### config.mk
export PLATFORM = sky130hd
export DESIGN_NAME = alu_seq_multiplier
export DESIGN_NICKNAME = d
export VERILOG_FILES = /design/src/rtl/alu_pkg.sv /design/src/rtl/cla_adder_wbit.sv /design/src/rtl/alu_seq_multiplier.sv
export SDC_FILE = /design/constraint.sdc
export NUM_CORES = 1
export LEC_CHECK = 0
export CAP_MARGIN = 10
export CORE_MARGIN = 2
export CORE_UTILIZATION = 35
export CTS_BUF_LIST = sky130_fd_sc_hd__clkbuf_8 sky130_fd_sc_hd__clkbuf_16
export DETAILED_ROUTE_END_ITERATION = 6
export GPL_ROUTABILITY_DRIVEN = 0
export PLACE_DENSITY = 0.6
export REMOVE_ABC_BUFFERS = 1
export SYNTH_ARGS = -nofsm -noshare
export SYNTH_HDL_FRONTEND = slang
export SYNTH_HIERARCHICAL = 1
export SYNTH_SLANG_ARGS = --single-unit
### constraint.sdc
create_clock -name clk -period 12.1 [get_ports clk]
set_input_delay 1.21 -clock clk [delete_from_list [all_inputs] [get_ports clk]]
set_output_delay 1.21 -clock clk [all_outputs]
set_load 0.05 [all_outputs]
### src/rtl/alu_pkg.sv
// Shared definitions for the sequential MULT/MULTU datapath.
// FSM state encoding and a sizing helper for the iteration counter.
package alu_pkg;

   typedef enum logic [1:0] {
      IDLE = 2'd0,
      CALC = 2'd1,
      FIX  = 2'd2,
      DONE = 2'd3
   } state_t;

   // Bits needed to hold the values 0..width inclusive.
   function automatic int cnt_w(input int width);
      return $clog2(width + 1);
   endfunction

endpackage

### src/rtl/cla_adder_wbit.sv
// WIDTH-bit adder built from 4-bit carry-lookahead groups.
// Group carries ripple from one group to the next.
module cla_adder_wbit #(
   parameter int WIDTH = 32
) (
   input  logic [WIDTH-1:0] A,
   input  logic [WIDTH-1:0] B,
   input  logic             Cin,
   output logic [WIDTH-1:0] Sum,
   output logic             Cout
);

   localparam int NG = WIDTH / 4;

   logic [WIDTH-1:0] w_g;
   logic [WIDTH-1:0] w_p;
   logic [NG-1:0]    w_gg;
   logic [NG-1:0]    w_gp;
   logic [NG:0]      w_c;

   assign w_g = A & B;
   assign w_p = A ^ B;

   for (genvar k = 0; k < NG; k++) begin : g_grp
      logic [3:0] w_gl;
      logic [3:0] w_pl;
      logic       w_ci;
      logic       w_c1;
      logic       w_c2;
      logic       w_c3;

      assign w_gl = w_g[4*k +: 4];
      assign w_pl = w_p[4*k +: 4];
      assign w_ci = w_c[k];

      assign w_c1 = w_gl[0] | (w_pl[0] & w_ci);
      assign w_c2 = w_gl[1] | (w_pl[1] & w_gl[0]) | (w_pl[1] & w_pl[0] & w_ci);
      assign w_c3 = w_gl[2] | (w_pl[2] & w_gl[1]) | (w_pl[2] & w_pl[1] & w_gl[0])
                  | (w_pl[2] & w_pl[1] & w_pl[0] & w_ci);

      // Group generate/propagate let the inter-group carry skip the inner bits.
      assign w_gg[k] = w_gl[3] | (w_pl[3] & w_gl[2]) | (w_pl[3] & w_pl[2] & w_gl[1])
                     | (w_pl[3] & w_pl[2] & w_pl[1] & w_gl[0]);
      assign w_gp[k] = &w_pl;

      assign Sum[4*k +: 4] = w_pl ^ {w_c3, w_c2, w_c1, w_ci};
   end

   always_comb begin
      logic c;
      w_c = '0;
      c   = Cin;
      for (int k = 0; k < NG; k++) begin
         w_c[k] = c;
         c      = w_gg[k] | (w_gp[k] & c);
      end
      w_c[NG] = c;
   end

   assign Cout = w_c[NG];

endmodule

### src/rtl/alu_seq_multiplier.sv
// Iterative shift-add multiplier for MULT/MULTU: one partial-product add per
// cycle, signed operands handled by magnitude multiply and a final sign fix.
module alu_seq_multiplier
   import alu_pkg::*;
#(
   parameter int WIDTH = 32
) (
   input  logic               clk,
   input  logic               rst_n,
   input  logic               Start,
   input  logic               Signed,
   input  logic [WIDTH-1:0]   A,
   input  logic [WIDTH-1:0]   B,
   output logic               Busy,
   output logic               Done,
   output logic [2*WIDTH-1:0] Product
);

   localparam int             CW       = cnt_w(WIDTH);
   localparam logic [CW-1:0]  CNT_INIT = CW'(WIDTH);
   localparam logic [CW-1:0]  CNT_ONE  = CW'(1);

   state_t               r_state;
   state_t               w_next;
   logic [WIDTH-1:0]     r_mcand;
   logic [WIDTH-1:0]     r_hi;
   logic [WIDTH-1:0]     r_lo;
   logic [CW-1:0]        r_cnt;
   logic                 r_neg;
   logic                 r_busy;
   logic                 r_done;
   logic [2*WIDTH-1:0]   r_product;

   logic [WIDTH-1:0]     w_pp_b;
   logic [WIDTH-1:0]     w_pp_sum;
   logic                 w_pp_co;
   logic [WIDTH-1:0]     w_nlo_a;
   logic [WIDTH-1:0]     w_nlo_sum;
   logic                 w_nlo_co;
   logic [WIDTH-1:0]     w_nhi_a;
   logic                 w_nhi_cin;
   logic [WIDTH-1:0]     w_nhi_sum;
   logic                 w_nhi_cout_unused;
   logic [WIDTH-1:0]     w_mag_a;
   logic [WIDTH-1:0]     w_mag_b;
   logic [2*WIDTH-1:0]   w_fix;

   // Partial-product adder: HI_acc + mcand when the current multiplier bit is set.
   assign w_pp_b = r_lo[0] ? r_mcand : '0;

   cla_adder_wbit #(.WIDTH(WIDTH)) u_pp_add (
      .A    (r_hi),
      .B    (w_pp_b),
      .Cin  (1'b0),
      .Sum  (w_pp_sum),
      .Cout (w_pp_co)
   );

   // Negation path: in IDLE the two adders negate A and B; in FIX they form
   // one 2W-bit negate of the accumulator with the low carry chained upward.
   assign w_nlo_a   = (r_state == FIX) ? ~r_lo    : ~A;
   assign w_nhi_a   = (r_state == FIX) ? ~r_hi    : ~B;
   assign w_nhi_cin = (r_state == FIX) ? w_nlo_co : 1'b1;

   cla_adder_wbit #(.WIDTH(WIDTH)) u_neg_lo (
      .A    (w_nlo_a),
      .B    ('0),
      .Cin  (1'b1),
      .Sum  (w_nlo_sum),
      .Cout (w_nlo_co)
   );

   cla_adder_wbit #(.WIDTH(WIDTH)) u_neg_hi (
      .A    (w_nhi_a),
      .B    ('0),
      .Cin  (w_nhi_cin),
      .Sum  (w_nhi_sum),
      .Cout (w_nhi_cout_unused)
   );

   assign w_mag_a = (Signed & A[WIDTH-1]) ? w_nlo_sum : A;
   assign w_mag_b = (Signed & B[WIDTH-1]) ? w_nhi_sum : B;
   assign w_fix   = r_neg ? {w_nhi_sum, w_nlo_sum} : {r_hi, r_lo};

   always_comb begin
      w_next = r_state;
      case (r_state)
         IDLE:    if (Start) w_next = CALC;
         CALC:    if (r_cnt == CNT_ONE) w_next = FIX;
         FIX:     w_next = DONE;
         DONE:    w_next = IDLE;
         default: w_next = IDLE;
      endcase
   end

   always_ff @(posedge clk or negedge rst_n) begin
      if (!rst_n) begin
         r_state   <= IDLE;
         r_busy    <= 1'b0;
         r_done    <= 1'b0;
         r_mcand   <= '0;
         r_hi      <= '0;
         r_lo      <= '0;
         r_cnt     <= '0;
         r_neg     <= 1'b0;
         r_product <= '0;
      end else begin
         r_state <= w_next;
         r_busy  <= (w_next == CALC) || (w_next == FIX);
         r_done  <= (w_next == DONE);
         case (r_state)
            IDLE: begin
               if (Start) begin
                  r_mcand <= w_mag_a;
                  r_lo    <= w_mag_b;
                  r_hi    <= '0;
                  r_neg   <= Signed & (A[WIDTH-1] ^ B[WIDTH-1]);
                  r_cnt   <= CNT_INIT;
               end
            end
            CALC: begin
               // {C, HI_acc, LO_acc} >> 1 after the conditional add.
               r_hi  <= {w_pp_co, w_pp_sum[WIDTH-1:1]};
               r_lo  <= {w_pp_sum[0], r_lo[WIDTH-1:1]};
               r_cnt <= r_cnt - CNT_ONE;
            end
            FIX: begin
               r_product <= w_fix;
            end
            default: begin
            end
         endcase
      end
   end

   assign Busy    = r_busy;
   assign Done    = r_done;
   assign Product = r_product;

endmodule

# [Word level (Yosys, flattened, before mapping)]
# Index checks and enable logic that the tools add are counted.
[totals] out_inout_bits=66 register_bits=171 inputBits=68 wordCells=392
[op_classes] muxes=16 add_sub_neg=1 n_eq_ne=8 reduce_logical=27 bitwise_logic=331
[op_table] cell="AND 1 bit" count=224
[op_table] cell="2-to-1 mux 32 bit" count=7
[op_table] cell="NOT 32 bit" count=4
[op_table] cell="case mux 32 bit (2 select lines)" count=2
[op_table] cell="XOR 4 bit" count=24
[op_table] cell="AND reduction 4 bit" count=22
[op_table] cell="bitwise OR 1 bit" count=76
[op_table] cell="2-to-1 mux 64 bit" count=1
[op_table] cell="AND 32 bit" count=1
[op_table] cell="XOR 32 bit" count=1
[op_table] cell="case mux 6 bit (2 select lines)" count=1
[op_table] cell="== test 2 bit (second input constant)" count=4
[op_table] cell="case mux 2 bit (4 select lines)" count=1
[op_table] cell="== test 6 x 1 -> 1 bit (second input constant)" count=1
[op_table] cell="2-to-1 mux 6 bit" count=1
[op_table] cell="subtractor 6 x 1 -> 6 bit (second input constant)" count=1
[op_table] cell="== test 2 x 1 -> 1 bit (second input constant)" count=2
[op_table] cell="2-to-1 mux 2 bit" count=2
[op_table] cell="AND reduction 2 bit" count=2
[op_table] cell="logical NOT 2 bit" count=1
[op_table] cell="inequality test 2 bit (second input constant)" count=1
[op_table] cell="nonzero test 2 bit" count=1
[op_table] cell="logical OR 1 bit" count=1
[op_table] cell="2-to-1 mux 1 bit" count=1
[op_table] cell="XOR 1 bit" count=1

# [Depth between registers and ports, before layout]
[depth] word_depth=23 ltp_mapped=26 depth_no_buf=23

# [Modules after synthesis]
# Netlist, hierarchy kept.
[by_module_without_submodules] mod="alu_seq_multiplier" n_inst=1 area_each_um2=8486.9 seq_area_each_um2=4279.1 cells_each=793
[by_module_without_submodules] mod="cla_adder_wbit at u_neg_hi ..." n_inst=2 area_each_um2=1350.0 seq_area_each_um2=0.0 cells_each=164
[by_module_without_submodules] mod="cla_adder_wbit at u_pp_add" n_inst=1 area_each_um2=1355.0 seq_area_each_um2=0.0 cells_each=163

# [Worst setup path after synthesis]
# Ideal clock, no wire load.
[synth_path] kind="input-to-reg" startpoint="in A[8]" endpoint="reg r_lo[29]" arrival_ns=4.624 t_required_ns=11.963 stages=21 setup_slack_ns=7.339 setup_ns=0.137 n_path_buf=0 path_cell_list="mux2i_1 -> ha_1 -> and4_1 -> nand3_1 -> a211o_2 -> nand3_2 -> a21boi_2 -> o21ai_2 -> a211oi_2 -> o21bai_1 -> or2_2 -> a21oi_1 -> nand3b_1 -> a211o_2 -> nand3_2 -> a21boi_2 -> o21ai_2 -> fa_1 -> xor2_1 -> mux2i_1 -> a21oi_1"
[synth_via] elab_chain_len=22
[synth_rtl] item="start: declaration" line_no="alu_seq_multiplier.sv:12" source="input logic [WIDTH-1:0] A,"
[synth_rtl] item="NOT 32 bit" line_no="alu_seq_multiplier.sv:61" source="assign w_nlo_a = (r_state == FIX) ? ~r_lo : ~A;"
[synth_rtl] item="2-to-1 mux 32 bit" line_no="alu_seq_multiplier.sv:61"
[synth_rtl] item="AND reduction 4 bit" line_no="cla_adder_wbit.sv:44" source="assign w_gp[k] = &w_pl;"
[synth_rtl] item="AND 1 bit (6 in series)" line_no="cla_adder_wbit.sv:55" source="c = w_gg[k] | (w_gp[k] & c);"
[synth_rtl] item="via w_nlo_co" line_no="alu_seq_multiplier.sv:39" source="logic w_nlo_co;"
[synth_rtl] item="2-to-1 mux 1 bit" line_no="alu_seq_multiplier.sv:63" source="assign w_nhi_cin = (r_state == FIX) ? w_nlo_co : 1'b1;"
[synth_rtl] item="via w_nhi_cin" line_no="alu_seq_multiplier.sv:41" source="logic w_nhi_cin;"
[synth_rtl] item="AND 1 bit (7 in series)" line_no="cla_adder_wbit.sv:55"
[synth_rtl] item="AND 1 bit" line_no="cla_adder_wbit.sv:36" source="assign w_c1 = w_gl[0] | (w_pl[0] & w_ci);"
[synth_rtl] item="XOR 4 bit" line_no="cla_adder_wbit.sv:46" source="assign Sum[4*k +: 4] = w_pl ^ {w_c3, w_c2, w_c1, w_ci};"
[synth_rtl] item="via w_nhi_sum[29]" line_no="alu_seq_multiplier.sv:42" source="logic [WIDTH-1:0] w_nhi_sum;"
[synth_rtl] item="2-to-1 mux 32 bit" line_no="alu_seq_multiplier.sv:82" source="assign w_mag_b = (Signed & B[WIDTH-1]) ? w_nhi_sum : B;"
[synth_rtl] item="2-to-1 mux 32 bit" line_no="alu_seq_multiplier.sv:113" source="if (Start) begin"
[synth_rtl] item="case mux 32 bit (2 select lines)" line_no="alu_seq_multiplier.sv:111" source="case (r_state)"
[synth_rtl] item="end signal: assignment" line_no="alu_seq_multiplier.sv:115" source="r_lo <= w_mag_b;"
[synth_rtl] item="end signal: assignment" line_no="alu_seq_multiplier.sv:124" source="r_lo <= {w_pp_sum[0], r_lo[WIDTH-1:1]};"
[synth_rtl] item="end: declaration" line_no="alu_seq_multiplier.sv:27" source="logic [WIDTH-1:0] r_lo;"
# The timed path passes the listed nets, and every way through them passes these cells. The select of a mux whose other input is x is not followed.
# A chain may end at the register's enable or synchronous reset.

# [Worst setup path after layout]
[layout_path] startpoint="reg r_state[0]" endpoint="reg r_lo[29]"
[layout_via] elab_cells_between_ends=43 cone_classes="3 x eq/ne; 6 x mux; 16 x bitwise; 18 x reduce/logical"
[layout_lines] item="start: declaration" line_no="alu_seq_multiplier.sv:23" source="state_t r_state;"
[layout_lines] item="start signal: assignment" line_no="alu_seq_multiplier.sv:108" source="r_state <= w_next;"
[layout_lines] item="== test 2 bit" line_no="alu_seq_multiplier.sv:61"
[layout_lines] item="2-to-1 mux 32 bit" line_no="alu_seq_multiplier.sv:61"
[layout_lines] item="via w_nlo_a[8]" line_no="alu_seq_multiplier.sv:37" source="logic [WIDTH-1:0] w_nlo_a;"
[layout_lines] item="AND reduction 4 bit" line_no="cla_adder_wbit.sv:44"
[layout_lines] item="AND 1 bit (6 in series)" line_no="cla_adder_wbit.sv:55"
[layout_lines] item="via w_nlo_co" line_no="alu_seq_multiplier.sv:39"
[layout_lines] item="2-to-1 mux 1 bit" line_no="alu_seq_multiplier.sv:63"
[layout_lines] item="via w_nhi_cin" line_no="alu_seq_multiplier.sv:41"
[layout_lines] item="AND 1 bit (7 in series)" line_no="cla_adder_wbit.sv:55"
[layout_lines] item="AND 1 bit" line_no="cla_adder_wbit.sv:36"
[layout_lines] item="XOR 4 bit" line_no="cla_adder_wbit.sv:46"
[layout_lines] item="via w_nhi_sum[29]" line_no="alu_seq_multiplier.sv:42"
[layout_lines] item="2-to-1 mux 32 bit" line_no="alu_seq_multiplier.sv:82"
[layout_lines] item="2-to-1 mux 32 bit" line_no="alu_seq_multiplier.sv:113"
[layout_lines] item="case mux 32 bit (2 select lines)" line_no="alu_seq_multiplier.sv:111"
# The timed path passes the listed nets, and every way through them passes these cells. The select of a mux whose other input is x is not followed.

==> flow_summary.json <==
{
  "status": "finished clean",
  "cp.required_ns": 12.47,
  "seq_area_sq_mm": 0.00428,
  "ir_drop_uv": 112,
  "dieHeight_um": 193,
  "ant_nets": 0,
  "dr.first_iter.drc_count": 560,
  "min_period_over_period_pct": 53.8,
  "nFillCells": 3476,
  "syn_avg_cell_area_sq_um": 9.77,
  "grt_max_degree": 99,
  "multi_input_area_sq_mm": 0.00815,
  "grt_pass1_wl_um": 55700,
  "clkPwrFrac_pct": 15.7,
  "tightest_slew_ns": 1.22,
  "clock.fmax_mhz": 154,
  "cts_setup_buffers": 0,
  "grtUsageTotal_pct": 18.8,
  "die_area_sq_mm": 0.0373,
  "worstSetupPathType": "flip-flop to flip-flop",
  "holdCritPathClass": "flip-flop to flip-flop",
  "crit_path_max_fanout": 61,
  "finalHoldViolations": 0,
  "htree_num_levels": 4,
  "cts_resized": 0,
  "cap_violations": 0,
  "drive_above_1_share_pct": 5.76,
  "p_int_uw": 1990,
  "worst_hold_slack_ns": 0.471,
  "rsz0062_at_grt": "no",
  "finClkSkew_ns": 0.0130,
  "crit_path_end_kind": "flip-flop",
  "r2r_setup_slack_ns": 5.59,
  "worst_setup_path_start_kind": "flip-flop",
  "root_buffer": "clkbuf_16",
  "pin_count": 134,
  "switching_share_pct": 45.3,
  "clk_path_buf_depth": 2,
  "setup_viol": 0,
  "tns_ns": 0,
  "route.detailed.drc": 0,
  "r2r_cells": 23,
  "numPortBuffers": 133,
  "crit_start": "r_state[0]",
  "wl_per_cell_um": 18.0,
  "pwr-share-comb_pct": 54.3,
  "antenna_found_initial": 0,
  "clk_latency_ns": 0.45,
  "p_leak_uw": 0.00745,
  "dieWidth_um": 193,
  "tritoncts": "built",
  "viasPerCell": 5.18,
  "wirelength_um": 34900,
  "globalRouteOverflowTotal": 0,
  "synth_cells": 1282,
  "cts_hold_buf": 0,
  "core_area_sq_mm": 0.0354,
  "dp_hpwl_um": 25100,
  "endpoint": "r_lo[29]",
  "cts_sinks": 171,
  "rows": 69,
  "numCtsBuffers": 17,
  "slew_violations": 0,
  "initial_core_util_pct": 35.4,
  "r2r_start": "r_state[0]",
  "r2r-end": "r_lo[29]",
  "yosysWarnings": 6,
  "drtPass1Iterations": 5,
  "grt_pass1_vias": 10044,
  "clk_pin_slew_ns": 0.07,
  "pwr_density_cell_mw_per_mm2": 240,
  "min_period_ns": 6.51,
  "diodes": 0,
  "vias": 10022,
  "area_delta_synth_final_pct": 20.9,
  "synth_area_sq_mm": 0.0125,
  "p_seq_share_pct": 30.0,
  "slew_headroom_pct": 18.3,
  "netSwitchingPower_uw": 1650,
  "worstPathArrival_ns": 6.88,
  "final_net_count": 1653
}
-- flip-flops by register name, summed over array words and instances, names as in the netlist --
name	flops
r_hi	32
Done	1
Product	64
r_neg	1
r_cnt	6
Busy	1
r_lo	32
r_mcand	32
r_state	2
-- cell usage in the layout, fill, tap and decap left out, types with 4 or more instances in the layout --
cell type and instances:
mux2i_1 192, dfrtp_1 170, nand2_1 132, clkdlybuf4s50_1 132, o21ai_0 114, ha_1 99
a21oi_1 84, conb_1 84, inv_1 36, nor2_1 33, and2_1 33, xnor2_1 33
a22o_1 32, o22ai_1 32, xor2_1 28, fa_1 24, a21o_1 20, clkbuf_16 17
nor2b_1 12, nand3_1 11, buf_4 11, nand4_1 9, nand2b_1 7, a31oi_1 7
o21bai_1 7, a211oi_2 6, and3_1 6, o21a_1 6, nor3_1 6, o311a_1 5
nand3b_1 4, o31ai_1 4, clkinv_4 4, o211ai_1 4, a21boi_2 4
-- per-layer routing --
metal,up-vias,track usage [%],wire length (um)
met5,-,0,0
met4,0,4.30,386
met3,25,2.68,1200
met2,186,31.3,16600
met1,4902,25.7,16700
li1,4909,-,-
-- worst min path at each step --
| stage | from | end | slack (ns) | cells after the start |
|---|---|---|---|---|
| 2_1_floorplan | r_cnt[4] | r_cnt[4] | 0.44 | 1 |
| 3_3_place_gp | r_mcand[25] | r_mcand[25] | 0.45 | 2 |
| 3_5_place_dp | r_mcand[25] | r_mcand[25] | 0.46 | 2 |
| 4_1_cts | r_cnt[4] | r_cnt[4] | 0.47 | 1 |
| 5_1_grt | Product[4] | Product[4] | 0.50 | 2 |
| 6_report | r_cnt[4] | r_cnt[4] | 0.47 | 1 |
-- power by group through the flow --
stage / logic (uW) / clock network, uW / registers [uW]
3_3_place_gp: 1930 / 0 / 1090
3_5_place_dp: 1970 / 0 / 1100
2_1_floorplan: 1140 / 0 / 1350
5_1_grt: 2160 / 603 / 1130
6_report: 1980 / 572 / 1090
4_1_cts: 1980 / 583 / 1090
-- final cells by class --
type | count | area share [%]
Multi-Input combinational cell | 1093 | 53.8
Sequential cell | 171 | 28.3
Timing Repair Buffer | 144 | 9.34
Tap cell | 461 | 3.81
Clock buffer | 19 | 2.99
Clock inverter | 13 | 0.950
Inverter | 35 | 0.867
-- worst max-delay path: stages (launching register included) --
cell and delay, ns:
dfrtp_1 0.58, nand2b_4 0.71, buf_4 0.70, mux2i_1 0.25, ha_1 0.39, and4_1 0.25
nand3_1 0.09, a211o_2 0.20, nand3_2 0.10, a21boi_2 0.30, o21ai_2 0.13, a211oi_2 0.32
o21bai_1 0.10, or2_2 0.31, a21oi_1 0.16, nand3b_1 0.18, a211o_2 0.23, nand3_2 0.10
a21boi_2 0.27, o21ai_2 0.13, fa_1 0.38, xor2_1 0.22, mux2i_1 0.10, a21oi_1 0.19
-- per-stage QoR --
step	total power [uW]	instances	instance area, sq um	utilization, %	setup WS (ns)
2_1_floorplan	2490	1299	12500	-	2.81
3_3_place_gp	3030	1904	14600	41.1	5.74
3_5_place_dp	3060	1904	14600	41.1	5.60
4_1_cts	3650	1936	15200	42.8	5.56
5_1_grt	3900	1936	15200	42.8	5.09
6_report	3640	1936	15200	42.8	5.59
No activity file was read; power rests on OpenSTA's default activity.
